## config.mk

```make
export PLATFORM = sky130hd
export DESIGN_NAME = bip_run_ctrl
export DESIGN_NICKNAME = d
export VERILOG_FILES = /design/src/rtl/bip_run_ctrl.sv
export SDC_FILE = /design/constraint.sdc
export NUM_CORES = 1
export LEC_CHECK = 0
export CAP_MARGIN = 20
export CELL_PAD_IN_SITES_DETAIL_PLACEMENT = 1
export CELL_PAD_IN_SITES_GLOBAL_PLACEMENT = 2
export CORE_UTILIZATION = 27
export DETAILED_ROUTE_END_ITERATION = 16
export PLACE_DENSITY = 0.95
export SKIP_CTS_REPAIR_TIMING = 1
export SLEW_MARGIN = 25
export SYNTH_ARGS = -nofsm -noshare
export SYNTH_HDL_FRONTEND = slang
export SYNTH_SLANG_ARGS = --single-unit
```

## constraint.sdc

```tcl
create_clock -name i_clk -period 6.1 [get_ports i_clk]
set_input_delay 0.61 -clock i_clk [delete_from_list [all_inputs] [get_ports i_clk]]
set_output_delay 0.61 -clock i_clk [all_outputs]
set_load 0.02 [all_outputs]
```

## src/rtl/bip_run_ctrl.sv

```systemverilog
// -----------------------------------------------------------------------------
// bip_run_ctrl
//
// Run/load sequencer for the accumulator CPU. Sits between the host command
// interface and the control_top/datapath pair:
//   - owns the instruction-memory write port during program load and holds
//     the CPU in reset while loading,
//   - gates CPU execution through o_cpu_en in free-run (RUN) or single-step
//     (STEP) mode,
//   - detects halt from the decoder's h_flg (i_halt),
//   - reports completion (o_done), an executed-cycle count (o_cycles) and,
//     when built with BIP_WATCHDOG_EN, a sticky watchdog timeout (o_timeout).
//
// Optional feature macro: BIP_WATCHDOG_EN (watchdog run counter, WD_LIMIT).
//
// Ports:
//   i_clk, i_rst                 clock (rising edge), synchronous active-high reset
//   i_cmd_valid, i_cmd           command strobe / code (00 LOAD, 01 RUN,
//                                10 STEP, 11 ABORT)
//   o_cmd_ready                  command accept (low only in STEP)
//   i_ld_valid, i_ld_word,       load word strobe / data / final-word marker
//   i_ld_last, o_ld_ready
//   i_halt                       h_flg from control_top (combinational)
//   o_cpu_en, o_cpu_rst          CPU/PC enable, CPU reset
//   o_imem_we, o_imem_addr,      instruction-memory write port
//   o_imem_wdata
//   o_state                      registered FSM state
//   o_cycles                     saturating executed-cycle counter
//   o_done                       one-cycle registered completion pulse
//   o_timeout                    sticky watchdog flag (0 without watchdog)
// -----------------------------------------------------------------------------
module bip_run_ctrl #(
    parameter int BITS     = 16,
    parameter int ADDR     = BITS - 5,
    parameter int WD_LIMIT = 1024
) (
    input  logic              i_clk,
    input  logic              i_rst,
    input  logic              i_cmd_valid,
    input  logic [1:0]        i_cmd,
    output logic              o_cmd_ready,
    input  logic              i_ld_valid,
    input  logic [BITS-1:0]   i_ld_word,
    input  logic              i_ld_last,
    output logic              o_ld_ready,
    input  logic              i_halt,
    output logic              o_cpu_en,
    output logic              o_cpu_rst,
    output logic              o_imem_we,
    output logic [ADDR-1:0]   o_imem_addr,
    output logic [BITS-1:0]   o_imem_wdata,
    output logic [2:0]        o_state,
    output logic [31:0]       o_cycles,
    output logic              o_done,
    output logic              o_timeout
);

    typedef enum logic [2:0] {
        S_IDLE = 3'd0,
        S_LOAD = 3'd1,
        S_RUN  = 3'd2,
        S_STEP = 3'd3,
        S_DONE = 3'd4
    } state_t;

    localparam logic [1:0] CMD_LOAD  = 2'b00;
    localparam logic [1:0] CMD_RUN   = 2'b01;
    localparam logic [1:0] CMD_STEP  = 2'b10;
    localparam logic [1:0] CMD_ABORT = 2'b11;

    state_t            state, next_state;
    logic [ADDR-1:0]   ld_addr;
    logic [31:0]       cycles;
    logic              done_q;
    logic              cmd_acc;
    logic              done_set;   // completion pulse for the next cycle
    logic              load_clr;   // LOAD accepted: clear address/counters/flags
    logic              run_start;  // RUN accepted from IDLE

`ifdef BIP_WATCHDOG_EN
    localparam int                WD_W    = $clog2(WD_LIMIT + 1);
    localparam logic [WD_W-1:0]   WD_LAST = WD_W'(WD_LIMIT - 1);
    logic [WD_W-1:0]   wd_cnt;
    logic              timeout_q;
    logic              timeout_set;
`endif

    assign o_cmd_ready  = (state != S_STEP);
    assign cmd_acc      = i_cmd_valid & o_cmd_ready;
    assign o_imem_addr  = ld_addr;
    assign o_imem_wdata = i_ld_word;
    assign o_state      = state;
    assign o_cycles     = cycles;
    assign o_done       = done_q;

    // Next-state and Moore/Mealy outputs.
    always_comb begin
        // NOTE: every signal gets a default before the case so no path can
        // leave it unassigned, which would otherwise infer a latch.
        next_state = state;
        o_ld_ready = 1'b0;
        o_imem_we  = 1'b0;
        o_cpu_en   = 1'b0;
        o_cpu_rst  = 1'b0;
        done_set   = 1'b0;
        load_clr   = 1'b0;
        run_start  = 1'b0;
`ifdef BIP_WATCHDOG_EN
        timeout_set = 1'b0;
`endif
        unique case (state)
            S_IDLE: begin
                if (cmd_acc) begin
                    unique case (i_cmd)
                        CMD_LOAD: begin
                            next_state = S_LOAD;
                            load_clr   = 1'b1;
                        end
                        CMD_RUN: begin
                            next_state = S_RUN;
                            run_start  = 1'b1;
                        end
                        CMD_STEP:  next_state = S_STEP;
                        default:   ;  // ABORT ignored
                    endcase
                end
            end
            S_LOAD: begin
                o_cpu_rst  = 1'b1;
                o_ld_ready = 1'b1;
                o_imem_we  = i_ld_valid;
                if (cmd_acc && i_cmd == CMD_ABORT) begin
                    next_state = S_IDLE;
                end else if (i_ld_valid && (i_ld_last || ld_addr == '1)) begin
                    next_state = S_IDLE;
                    done_set   = 1'b1;
                end
            end
            S_RUN: begin
                o_cpu_en = 1'b1;
                // ABORT outranks halt, halt outranks watchdog expiry.
                if (cmd_acc && i_cmd == CMD_ABORT) begin
                    next_state = S_IDLE;
                end else if (i_halt) begin
                    next_state = S_DONE;
                    done_set   = 1'b1;
                end
`ifdef BIP_WATCHDOG_EN
                else if (wd_cnt == WD_LAST) begin
                    next_state  = S_DONE;
                    done_set    = 1'b1;
                    timeout_set = 1'b1;
                end
`endif
            end
            S_STEP: begin
                o_cpu_en = 1'b1;
                if (i_halt) begin
                    next_state = S_DONE;
                    done_set   = 1'b1;
                end else begin
                    next_state = S_IDLE;
                end
            end
            S_DONE: begin
                if (cmd_acc && i_cmd == CMD_LOAD) begin
                    next_state = S_LOAD;
                    load_clr   = 1'b1;
                end
            end
            default: next_state = S_IDLE;
        endcase
    end

    // NOTE: sequential state uses non-blocking assignments so every register
    // samples pre-edge values regardless of statement order.
    always_ff @(posedge i_clk) begin
        if (i_rst) begin
            state   <= S_IDLE;
            ld_addr <= '0;
            cycles  <= '0;
            done_q  <= 1'b0;
        end else begin
            state  <= next_state;
            done_q <= done_set;
            if (load_clr) begin
                ld_addr <= '0;
            end else if (state == S_LOAD && i_ld_valid && ld_addr != '1) begin
                // Address holds at the top entry instead of wrapping.
                ld_addr <= ld_addr + 1'b1;
            end
            if (load_clr) begin
                cycles <= '0;
            end else if (o_cpu_en && cycles != '1) begin
                cycles <= cycles + 1'b1;
            end
        end
    end

`ifdef BIP_WATCHDOG_EN
    always_ff @(posedge i_clk) begin
        if (i_rst) begin
            wd_cnt    <= '0;
            timeout_q <= 1'b0;
        end else begin
            if (run_start) begin
                wd_cnt <= '0;
            end else if (state == S_RUN) begin
                wd_cnt <= wd_cnt + 1'b1;
            end
            if (load_clr) begin
                timeout_q <= 1'b0;
            end else if (timeout_set) begin
                timeout_q <= 1'b1;
            end
        end
    end

    assign o_timeout = timeout_q;
`else
    assign o_timeout = 1'b0;
`endif

endmodule

```

==> flow_summary.ini <==
[layout]
final_cell_area_um2 = 3160
nNetsFinal = 379
diodes = 0
syn_to_final_growth_pct = 24.6
regArea_um2 = 941
drive_gt1_frac = 0.0684
n_fill_cell = 1058
final_cells = 459
multi_input_comb_area_um2 = 1370

[worst_setup_path]
crit_path_start_kind = flip-flop
timing.rr.start = o_cycles[2]$_SDFFE_PP0P_
arrival_ns = 2.16
r2r_slack_ns = 3.61
crit_required_ns = 5.49
rr_worst_depth = 5
rr_endpoint = o_cycles[27]$_SDFFE_PP0P_
end_kind = output port
critPathMaxFanout = 6
critical_path_class = reg2out

[synth]
muxShareOfSynthArea = 0
synth_ff_type = dfxtp_1
synth_edf_count = 0
syn_avg_cell_area_um2 = 8.12
yosysWarnings = 0
synth.area.top_cells = dfxtp_1 37%, xnor2_1 6.2%, buf_4 5.6%
yosysMostFrequentCell = dfxtp_1
syn-instance-count = 312
yosys.cell_types.count = 42
synthTopCellsByCount = 47 x dfxtp_1, 32 x nor2_1, 24 x a21oi_1, 24 x nand2_1, 21 x nand3_1
synth_compound_area_frac = 0.137
synth_top_area_share = 0.371
synth-xor-area-share = 0.0726
synth_seq_cells = 47
yosysSeqAreaShare = 0.371
netlist_area_um2 = 2530
async_reset_ff_frac = 0
synthSimpleGateAreaFrac = 0.306
synth_top_area_cell = dfxtp_1
synthAdderAreaFrac = 0.0247
syn_nets = 341
synth_top_family_by_area = simple AND/OR/NAND/NOR gates

[hold_path]
holdPathEnd = o_imem_addr[10]$_SDFFE_PP0P_
whs_path_depth = 1
hp-start = o_imem_addr[10]$_SDFFE_PP0P_
hp-class = reg2reg

[drt]
wl_mm = 6.64
drtPass1Iterations = 4
drc = 0
via_count = 2422
detail_route.wl_per_cell_um = 14.5
viasPerCell = 5.28
drt_iter0_drc = 20
ant_nets = 0

[clock_network]
clkSlewWorstSetupHoldPaths_ns = 0.09
clkSinkCount = 47
cts_root_buffer = clkbuf_8
cts_tree = yes
clockBufferDepth = 2
htree_levels = 2
clock_latency_ns = 0.30
cts_buffers = 5

[timing]
period_share = 0.455
grt_setup_unrepaired = no
tns_ns = 0
hold_viol = 0
setup_viol = 0
min_period_ns = 2.77
clock.fmax_mhz = 360
maxSlewViolCount = 0
slew_headroom = 0.396
clock_skew_ns = 0.0120
worstMarginPinSlew_ns = 0.905
whs_ns = 0.502

[pwr]
power.density_nw_per_um2 = 181
vdd_drop_max_uv = 79.4
power.leakage_nw = 0.942
p_total_mw = 0.571

[grt]
grt_max_degree = 43
grt_pass1_vias = 2373
grtUsageTotal = 0.140
antenna_found_initial = 0
grt_pass1_wl_mm = 11.3
gr-total-overflow = 0

[floorplanning]
io_pins = 93
die-area_um2 = 9780
fp.dieH_um = 98.9
die-width_um = 98.9
design.core.area_um2 = 8890
fp-row-count = 34
initial_core_util = 0.285

[place]
placed_cells_incl_taps = 451
dp_hpwl_mm = 4.88
post_dp_cell_area_um2 = 3070
port_buffers = 59
place.gp.congestion = 0.771

[status]
status = complete, no violations

[flow_run]
max_cap_violations = 0
==> through the flow <==
stage	utilization	setup WS, ns
2_1_floorplan	-	3.72
3_3_place_gp	0.345	3.47
3_5_place_dp	0.345	3.46
4_1_cts	0.355	3.27
5_1_grt	0.355	3.06
6_report	0.355	3.33
==> worst max-delay path by stage <==
| stage | startpoint | endpoint | cells after the start |
|---|---|---|---|
| 6_report | o_state[0]$_SDFFE_PP0P_ | o_imem_we | 4 |
| 5_1_grt | o_state[0]$_SDFFE_PP0P_ | o_imem_we | 4 |
| 4_1_cts | o_state[0]$_SDFFE_PP0P_ | o_imem_we | 4 |
| 3_5_place_dp | i_ld_valid | o_imem_we | 4 |
| 3_3_place_gp | i_ld_valid | o_imem_we | 4 |
| 2_1_floorplan | o_cycles[8]$_SDFFE_PP0P_ | o_cycles[31]$_SDFFE_PP0P_ | 6 |
==> registers in the layout, indices dropped and copies added (netlist names) <==
name,cells
o_cycles,32
o_state,3
o_imem_addr,11
o_done,1
==> cells in the final DEF (no fill, tap or decap), types with 10 or more instances in the layout <==
cell type	Yosys	final
o21ai_0	13	13
nand3_1	21	21
nor2_1	32	32
nand4_1	11	11
xnor2_1	18	18
nand2_1	24	24
dfxtp_1	47	47
or3_1	10	10
a21oi_1	24	24
clkdlybuf4s50_1	0	59
==> cells by family (layout without fill, tap and decap cells) <==
family | count (synthesis) | after routing
and+or+nand+nor | 145 | 145
AOI/OAI and AO/OA | 58 | 58
DFF | 47 | 47
buffers and inverters | 35 | 74
xor gates and xnor gates | 21 | 21
adders and majority gates | 5 | 5
other | 1 | 1
==> final cells by class <==
class	instances	share of cell area
Clock inverter	3	0.00634
Sequential cell	47	0.298
Timing Repair Buffer	60	0.189
Multi-Input combinational cell	230	0.435
Clock buffer	5	0.0218
Inverter	6	0.00713
Tap cell	108	0.0428
==> report_power, final <==
| group | total [mW] | internal, mW | switching, mW |
|---|---|---|---|
| logic | 0.0660 | 0.0252 | 0.0407 |
| registers | 0.315 | 0.310 | 0.00543 |
| clock network | 0.189 | 0.0800 | 0.109 |
==> worst max-delay path, stage by stage (launching register included) <==
cell	delay [ns]
dfxtp_1	0.44
nor3b_1	0.42
nand2_1	0.21
inv_1	0.18
clkdlybuf4s50_1	0.63
==> routing by layer <==
| layer | vias up | part of all wire | GRT usage |
|---|---|---|---|
| met2 | 50 | 0.49 | 0.248 |
| met5 | - | 0 | 0 |
| met1 | 1182 | 0.47 | 0.177 |
| met3 | 9 | 0.038 | 0.0255 |
| li1 | 1181 | - | - |
| met4 | 0 | 0.0063 | 0.0310 |
Power figures use the tool's default switching activity.
